## config.mk

```make
export PLATFORM = sky130hd
export DESIGN_NAME = sysid_regfile
export DESIGN_NICKNAME = d
export VERILOG_FILES = /design/src/rtl/sysid_regfile.sv
export SDC_FILE = /design/constraint.sdc
export NUM_CORES = 1
export LEC_CHECK = 0
export ABC_AREA = 1
export BUFFER_PORTS_ARGS = -buffer_cell sky130_fd_sc_hd__buf_2
export CORE_AREA = 2 2 144 146
export CTS_CLUSTER_DIAMETER = 30
export DETAILED_ROUTE_END_ITERATION = 10
export DIE_AREA = 0 0 146 148
export GPL_ROUTABILITY_DRIVEN = 0
export PLACE_DENSITY = 0.59
export SLEW_MARGIN = 40
export SYNTH_ARGS = -nofsm -noshare
export SYNTH_HDL_FRONTEND = slang
export SYNTH_SLANG_ARGS = --single-unit
```

## constraint.sdc

```tcl
create_clock -name clock -period 2.16 [get_ports clock]
set_input_delay 0.108 -clock clock [delete_from_list [all_inputs] [get_ports clock]]
set_output_delay 0.108 -clock clock [all_outputs]
set_load 0.1 [all_outputs]
```

## src/rtl/sysid_regfile.sv

```systemverilog
// System-ID peripheral on an Avalon-MM slave: build ID, timestamp, atomic uptime, scratch, control/status.
// Optional heartbeat interrupt is built only when SYSID_HEARTBEAT_EN is defined.
module sysid_regfile #(
    parameter logic [31:0] ID_VALUE    = 32'h51A45AF5,
    parameter logic [31:0] TIMESTAMP   = 32'h0,
    parameter int          UPTIME_W    = 64,
    parameter logic [31:0] SCRATCH_RST = 32'h0
) (
    input  logic        clock,
    input  logic        reset_n,
    input  logic [2:0]  address,
    input  logic        chipselect,
    input  logic        read,
    input  logic        write,
    input  logic [31:0] writedata,
    input  logic [3:0]  byteenable,
    output logic [31:0] readdata,
    output logic        readdatavalid,
    output logic        irq
);

    localparam logic [UPTIME_W-1:0] UPTIME_ONE = {{(UPTIME_W-1){1'b0}}, 1'b1};

    function automatic logic [31:0] be_merge(input logic [31:0] old_v,
                                             input logic [31:0] new_v,
                                             input logic [3:0]  be);
        logic [31:0] res;
        for (int i = 0; i < 4; i++) begin
            res[8*i +: 8] = be[i] ? new_v[8*i +: 8] : old_v[8*i +: 8];
        end
        return res;
    endfunction

    logic [UPTIME_W-1:0] r_uptime;
    logic [31:0]         r_hi_shadow;
    logic [31:0]         r_scratch;
    logic                r_count_en;
    logic                r_wrap;
    logic [31:0]         r_rdata;
    logic                r_rvalid;
    logic                r_irq;

    logic                w_wr_en;
    logic                w_rd_en;
    logic                w_ctrl_en0;
    logic                w_clear;
    logic [1:0]          w_st_w1c;
    logic [63:0]         w_uptime_ext;
    logic [UPTIME_W-1:0] w_uptime_nxt;
    logic                w_wrap_set;
    logic                w_wrap_nxt;
    logic                w_count_en_nxt;
    logic [31:0]         w_rdata;
    logic [31:0]         w_ctrl_rd;
    logic [31:0]         w_hb_rd;
    logic                w_pend_rd;
    logic                w_irq_nxt;

`ifdef SYSID_HEARTBEAT_EN
    logic        r_irq_en;
    logic        r_hb_pending;
    logic [31:0] r_hb_period;
    logic [31:0] r_hb_cnt;
    logic        w_wr_hb;
    logic [31:0] w_hb_wdata;
    logic [31:0] w_hb_cnt_nxt;
    logic        w_hb_tick;
    logic        w_pend_nxt;
    logic        w_irq_en_nxt;

    // Heartbeat down-counter, pending flag and irq source
    always_comb begin
        w_wr_hb      = w_wr_en && (address == 3'd7);
        w_hb_wdata   = be_merge(r_hb_period, writedata, byteenable);
        w_hb_tick    = 1'b0;
        w_hb_cnt_nxt = r_hb_cnt;
        if (w_wr_hb) begin
            w_hb_cnt_nxt = (w_hb_wdata == 32'd0) ? 32'd0 : (w_hb_wdata - 32'd1);
        end else if (r_hb_period == 32'd0) begin
            w_hb_cnt_nxt = 32'd0;
        end else if (r_hb_cnt == 32'd0) begin
            w_hb_tick    = 1'b1;
            w_hb_cnt_nxt = r_hb_period - 32'd1;
        end else begin
            w_hb_cnt_nxt = r_hb_cnt - 32'd1;
        end
        // A tick in the same edge as the W1C keeps the bit set
        w_pend_nxt   = w_hb_tick | (r_hb_pending & ~w_st_w1c[0]);
        w_irq_en_nxt = w_ctrl_en0 ? writedata[2] : r_irq_en;
        w_irq_nxt    = w_pend_nxt & w_irq_en_nxt;
        w_ctrl_rd    = {29'd0, r_irq_en, 1'b0, r_count_en};
        w_hb_rd      = r_hb_period;
        w_pend_rd    = r_hb_pending;
    end

    // Heartbeat state registers
    always_ff @(posedge clock or negedge reset_n) begin
        if (!reset_n) begin
            r_irq_en     <= 1'b0;
            r_hb_pending <= 1'b0;
            r_hb_period  <= 32'd0;
            r_hb_cnt     <= 32'd0;
        end else begin
            r_irq_en     <= w_irq_en_nxt;
            r_hb_pending <= w_pend_nxt;
            r_hb_cnt     <= w_hb_cnt_nxt;
            if (w_wr_hb) begin
                r_hb_period <= w_hb_wdata;
            end
        end
    end
`else
    // Without the heartbeat, word 7, STATUS.b0 and CTRL.b2 read as zero
    always_comb begin
        w_irq_nxt = 1'b0;
        w_ctrl_rd = {31'd0, r_count_en};
        w_hb_rd   = 32'd0;
        w_pend_rd = 1'b0;
    end
`endif

    // Bus decode, uptime next state and STATUS.wrap
    always_comb begin
        w_wr_en        = chipselect & write;
        w_rd_en        = chipselect & read & ~write;
        w_ctrl_en0     = w_wr_en && (address == 3'd5) && byteenable[0];
        w_clear        = w_ctrl_en0 & writedata[1];
        w_count_en_nxt = w_ctrl_en0 ? writedata[0] : r_count_en;
        w_st_w1c       = (w_wr_en && (address == 3'd6) && byteenable[0]) ? writedata[1:0] : 2'b00;
        w_uptime_ext   = 64'(r_uptime);
        w_wrap_set     = 1'b0;
        if (w_clear) begin
            w_uptime_nxt = '0;
        end else if (r_count_en) begin
            w_uptime_nxt = r_uptime + UPTIME_ONE;
            w_wrap_set   = &r_uptime;
        end else begin
            w_uptime_nxt = r_uptime;
        end
        w_wrap_nxt = w_wrap_set | (r_wrap & ~w_st_w1c[1]);
    end

    // Read data mux over the current register values
    always_comb begin
        case (address)
            3'd0:    w_rdata = ID_VALUE;
            3'd1:    w_rdata = TIMESTAMP;
            3'd2:    w_rdata = w_uptime_ext[31:0];
            3'd3:    w_rdata = r_hi_shadow;
            3'd4:    w_rdata = r_scratch;
            3'd5:    w_rdata = w_ctrl_rd;
            3'd6:    w_rdata = {30'd0, r_wrap, w_pend_rd};
            3'd7:    w_rdata = w_hb_rd;
            default: w_rdata = 32'd0;
        endcase
    end

    // Core registers and registered bus outputs
    always_ff @(posedge clock or negedge reset_n) begin
        if (!reset_n) begin
            r_uptime    <= '0;
            r_hi_shadow <= 32'd0;
            r_scratch   <= SCRATCH_RST;
            r_count_en  <= 1'b1;
            r_wrap      <= 1'b0;
            r_rdata     <= 32'd0;
            r_rvalid    <= 1'b0;
            r_irq       <= 1'b0;
        end else begin
            r_uptime   <= w_uptime_nxt;
            r_count_en <= w_count_en_nxt;
            r_wrap     <= w_wrap_nxt;
            r_rvalid   <= w_rd_en;
            r_irq      <= w_irq_nxt;
            if (w_wr_en && (address == 3'd4)) begin
                r_scratch <= be_merge(r_scratch, writedata, byteenable);
            end
            if (w_rd_en) begin
                r_rdata <= w_rdata;
            end
            // Reading UPTIME_LO snapshots the upper half so word 3 pairs with it
            if (w_rd_en && (address == 3'd2)) begin
                r_hi_shadow <= w_uptime_ext[63:32];
            end
        end
    end

    assign readdata      = r_rdata;
    assign readdatavalid = r_rvalid;
    assign irq           = r_irq;

endmodule

```

==> results.json <==
{
  "combinationalPowerShare_pct": 22.5,
  "wire_per_inst_um": 15.9,
  "clk_transition_reported_paths_ps": 70,
  "timing.max_cap.violations": 0,
  "std_cell_rows": 52,
  "grtUsageTotal_pct": 23.0,
  "synth_cell_types": 41,
  "cp.required_ps": 2480,
  "core-area_um2": 20000,
  "post_route_cells_drive_above_1_share_pct": 12.4,
  "grt_util_met2_pct": 36.3,
  "initial_antenna_violation_count": 0,
  "synth_top_cells_by_count": "sky130_fd_sc_hd__nor2_1, sky130_fd_sc_hd__nand2_1, sky130_fd_sc_hd__dfrtp_1, sky130_fd_sc_hd__inv_1, sky130_fd_sc_hd__a21oi_1",
  "timing.final.max_slew_violations": 0,
  "synthDominantAreaCellType": "sky130_fd_sc_hd__dfrtp_1",
  "die_y_um": 148,
  "clock_latency_ps": 430,
  "p_r_area_growth_vs_syn_pct": 19.8,
  "count_of_input_and_output_buffers": 76,
  "synthesis.area_per_instance_um2": 7.41,
  "crit_path_max_fanout": 11,
  "syn_inst": 1113,
  "drt_first_iter_violations": 581,
  "totalPowerFinal_mw": 8.78,
  "hpwlAfterDp_mm": 17.7,
  "postSynth.topFlopCell": "sky130_fd_sc_hd__dfrtp_1",
  "timing.critical_path.from_type": "flop",
  "cts_tree": "done",
  "grt_max_degree": 53,
  "cts_post_setup_buffers_inserted": 0,
  "seq_power_share_pct": 43.5,
  "internal-power_mw": 5.64,
  "crit_path_end_kind": "flop",
  "via_total_after_detailed_routing": 7547,
  "ant_nets": 0,
  "drt_drc_violations_left": 0,
  "yosys_warnings": 0,
  "power_density_nw_per_um2": 889,
  "clock-root-buffer": "sky130_fd_sc_hd__clkbuf_16",
  "worst_hold_path_type": "input pin to flop",
  "holdWs_ps": 17.7,
  "globalRoute.busiestLayer": "met2",
  "clock.fmax_mhz": 509,
  "hold_viol": 0,
  "overflow": 0,
  "p_sw_mw": 3.15,
  "finClkSkew_ps": 10.1,
  "vias_per_cell": 5.01,
  "p_sw_share_pct": 35.8,
  "cts.path.max_buffers": 2,
  "first_global_vias": 7233,
  "synthTopCellsByArea": "sky130_fd_sc_hd__dfrtp_1, sky130_fd_sc_hd__nor2_1, sky130_fd_sc_hd__nand2_1, sky130_fd_sc_hd__a21oi_1, sky130_fd_sc_hd__inv_1",
  "final.fill_count": 2030,
  "synth.cell_area_um2": 8240,
  "timing_worst_slew_pin_value_ps": 699,
  "wl_mm": 23.9,
  "timing.setup.critical_path_class": "flop to flop",
  "postCtsResizedCells": 0,
  "max-slew-margin-rel_pct": 53.4,
  "finish.net_count": 1269,
  "holdBufCountCts": 32,
  "synth_most_common_cell": "sky130_fd_sc_hd__nor2_1",
  "cts-htree-levels": 4,
  "async_reset_ff_share_pct": 100,
  "grt_pass1_wl_mm": 39.0,
  "p_leak_nw": 4.87,
  "io_pins": 78,
  "length_of_the_first_detailed_routing_pass_in_iterations": 5,
  "globalRouteMet3Util_pct": 3.24,
  "initial_core_utilization_pct": 41.1,
  "period_needed_ps": 1970,
  "die_w_um": 146,
  "yosys.area.top_type_share_pct": 49.2,
  "status": "finished clean",
  "final.setup.tns_ps": 0,
  "synth-seq-area-share_pct": 49.5,
  "arrival_ps": 2290,
  "grt_setup_unrepaired": "no",
  "synth-edff-count": 0,
  "cts_made_buffers": 17,
  "power.share.clock_pct": 34.1,
  "number_of_synthesized_register_bits": 163,
  "met1_usage_pct": 33.8,
  "finish.utilization_pct": 49.3,
  "number_of_inserted_diodes": 0,
  "die_area_um2": 21600,
  "min_period_over_period_pct": 91.0,
  "synth.net_count": 1158,
  "clock_net_sink_count": 163,
  "peakVddDrop_v": 0.000436,
  "timing.final.setup_violations": 0
}
==> routing by layer <==
metal / vias up / routed length [um] / share of wire (%)
met5: - / 0 / 0
met4: 0 / 325 / 1.4
met3: 22 / 1240 / 5.2
met2: 235 / 10500 / 44
met1: 3520 / 11800 / 49
li1: 3770 / - / -
==> layout make-up <==
| cell class | count | area [um^2] | share of cell area, % |
|---|---|---|---|
| clock buffers | 18 | 429 | 4.35 |
| clock inverters | 14 | 148 | 1.49 |
| inverters | 121 | 454 | 4.60 |
| multi-input cells | 795 | 3560 | 36.0 |
| flip-flops and latches | 163 | 4080 | 41.3 |
| well taps | 270 | 338 | 3.42 |
| repair buffers | 126 | 867 | 8.78 |
==> registers in the layout, indices dropped and copies added, names as in the netlist <==
| name | count |
|---|---|
| readdatavalid | 1 |
| r_wrap | 1 |
| r_uptime | 64 |
| r_hi_shadow | 32 |
| readdata | 32 |
| r_count_en | 1 |
| r_scratch | 32 |
==> worst paths after layout <==
path                               from        endpoint  slack [ps]  depth (start not counted)
min reg2reg                 readdata[1]     readdata[1]         480                          2
min                        writedata[1]    r_scratch[1]          20                          3
min in group asynchronous       reset_n  r_hi_shadow[1]         160                          2
max                         r_uptime[0]    r_uptime[53]         190                          8
max in group asynchronous       reset_n    readdata[19]        1250                          3
max reg2reg                 r_uptime[0]    r_uptime[53]         190                          8
==> cell families (layout without fill, tap and decap cells) <==
family | Yosys count | after routing | share of synthesized area, %
and+or+nand+nor | 608 | 608 | 30.2
DFF | 163 | 163 | 49.5
other | 1 | 1 | 0.0455
buffers and inverters | 155 | 279 | 7.38
muxes | 12 | 12 | 1.64
adders and majority gates | 1 | 1 | 0.152
xor gates and xnor gates | 1 | 1 | 0.106
AOI/OAI and AO/OA | 172 | 172 | 11.0
==> worst max-delay path: stages, from the launching register on <==
cell,delay [ps]
sky130_fd_sc_hd__dfrtp_1,400
sky130_fd_sc_hd__inv_1,140
sky130_fd_sc_hd__nor2_2,90
sky130_fd_sc_hd__nand3_1,110
sky130_fd_sc_hd__nor2_1,50
sky130_fd_sc_hd__nand2_1,390
sky130_fd_sc_hd__clkinv_1,400
sky130_fd_sc_hd__a21oi_1,230
sky130_fd_sc_hd__nor2_1,60
==> per-stage QoR <==
step                      cells  setup WS [ps]  instance area [um^2]
after CTS                  1507            214                  9880
after global routing       1507           35.3                  9880
after floorplan            1113            571                  8240
after global placement     1443            236                  8980
after detailed placement   1443            222                  8980
final                      1507            194                  9880
==> power groups by stage <==
stage                     Combinational [mW]  Sequential, mW  Clock [mW]
after floorplan                        0.758            4.51           0
after detailed placement                1.93            3.86           0
after global placement                  1.92            3.85           0
after CTS                               1.99            3.81        3.03
after global routing                    2.16            3.87        3.16
final                                   1.97            3.82        2.99
==> cell usage in the layout, fill, tap and decap left out, drive strengths merged, types with 3 or more instances in the layout <==
cell type and count:
buf 94, inv 124, clkinvlp 3, nand4 15, mux2 12, dfrtp 162
o21ai 56, a21oi 91, nor3 18, clkbuf 18, nand3 46, dlygate4sd3 32
nand2 256, nor2 265, o22ai 14, clkinv 7, nor3b 3
Note: power is estimated with default switching activity, not from simulation.
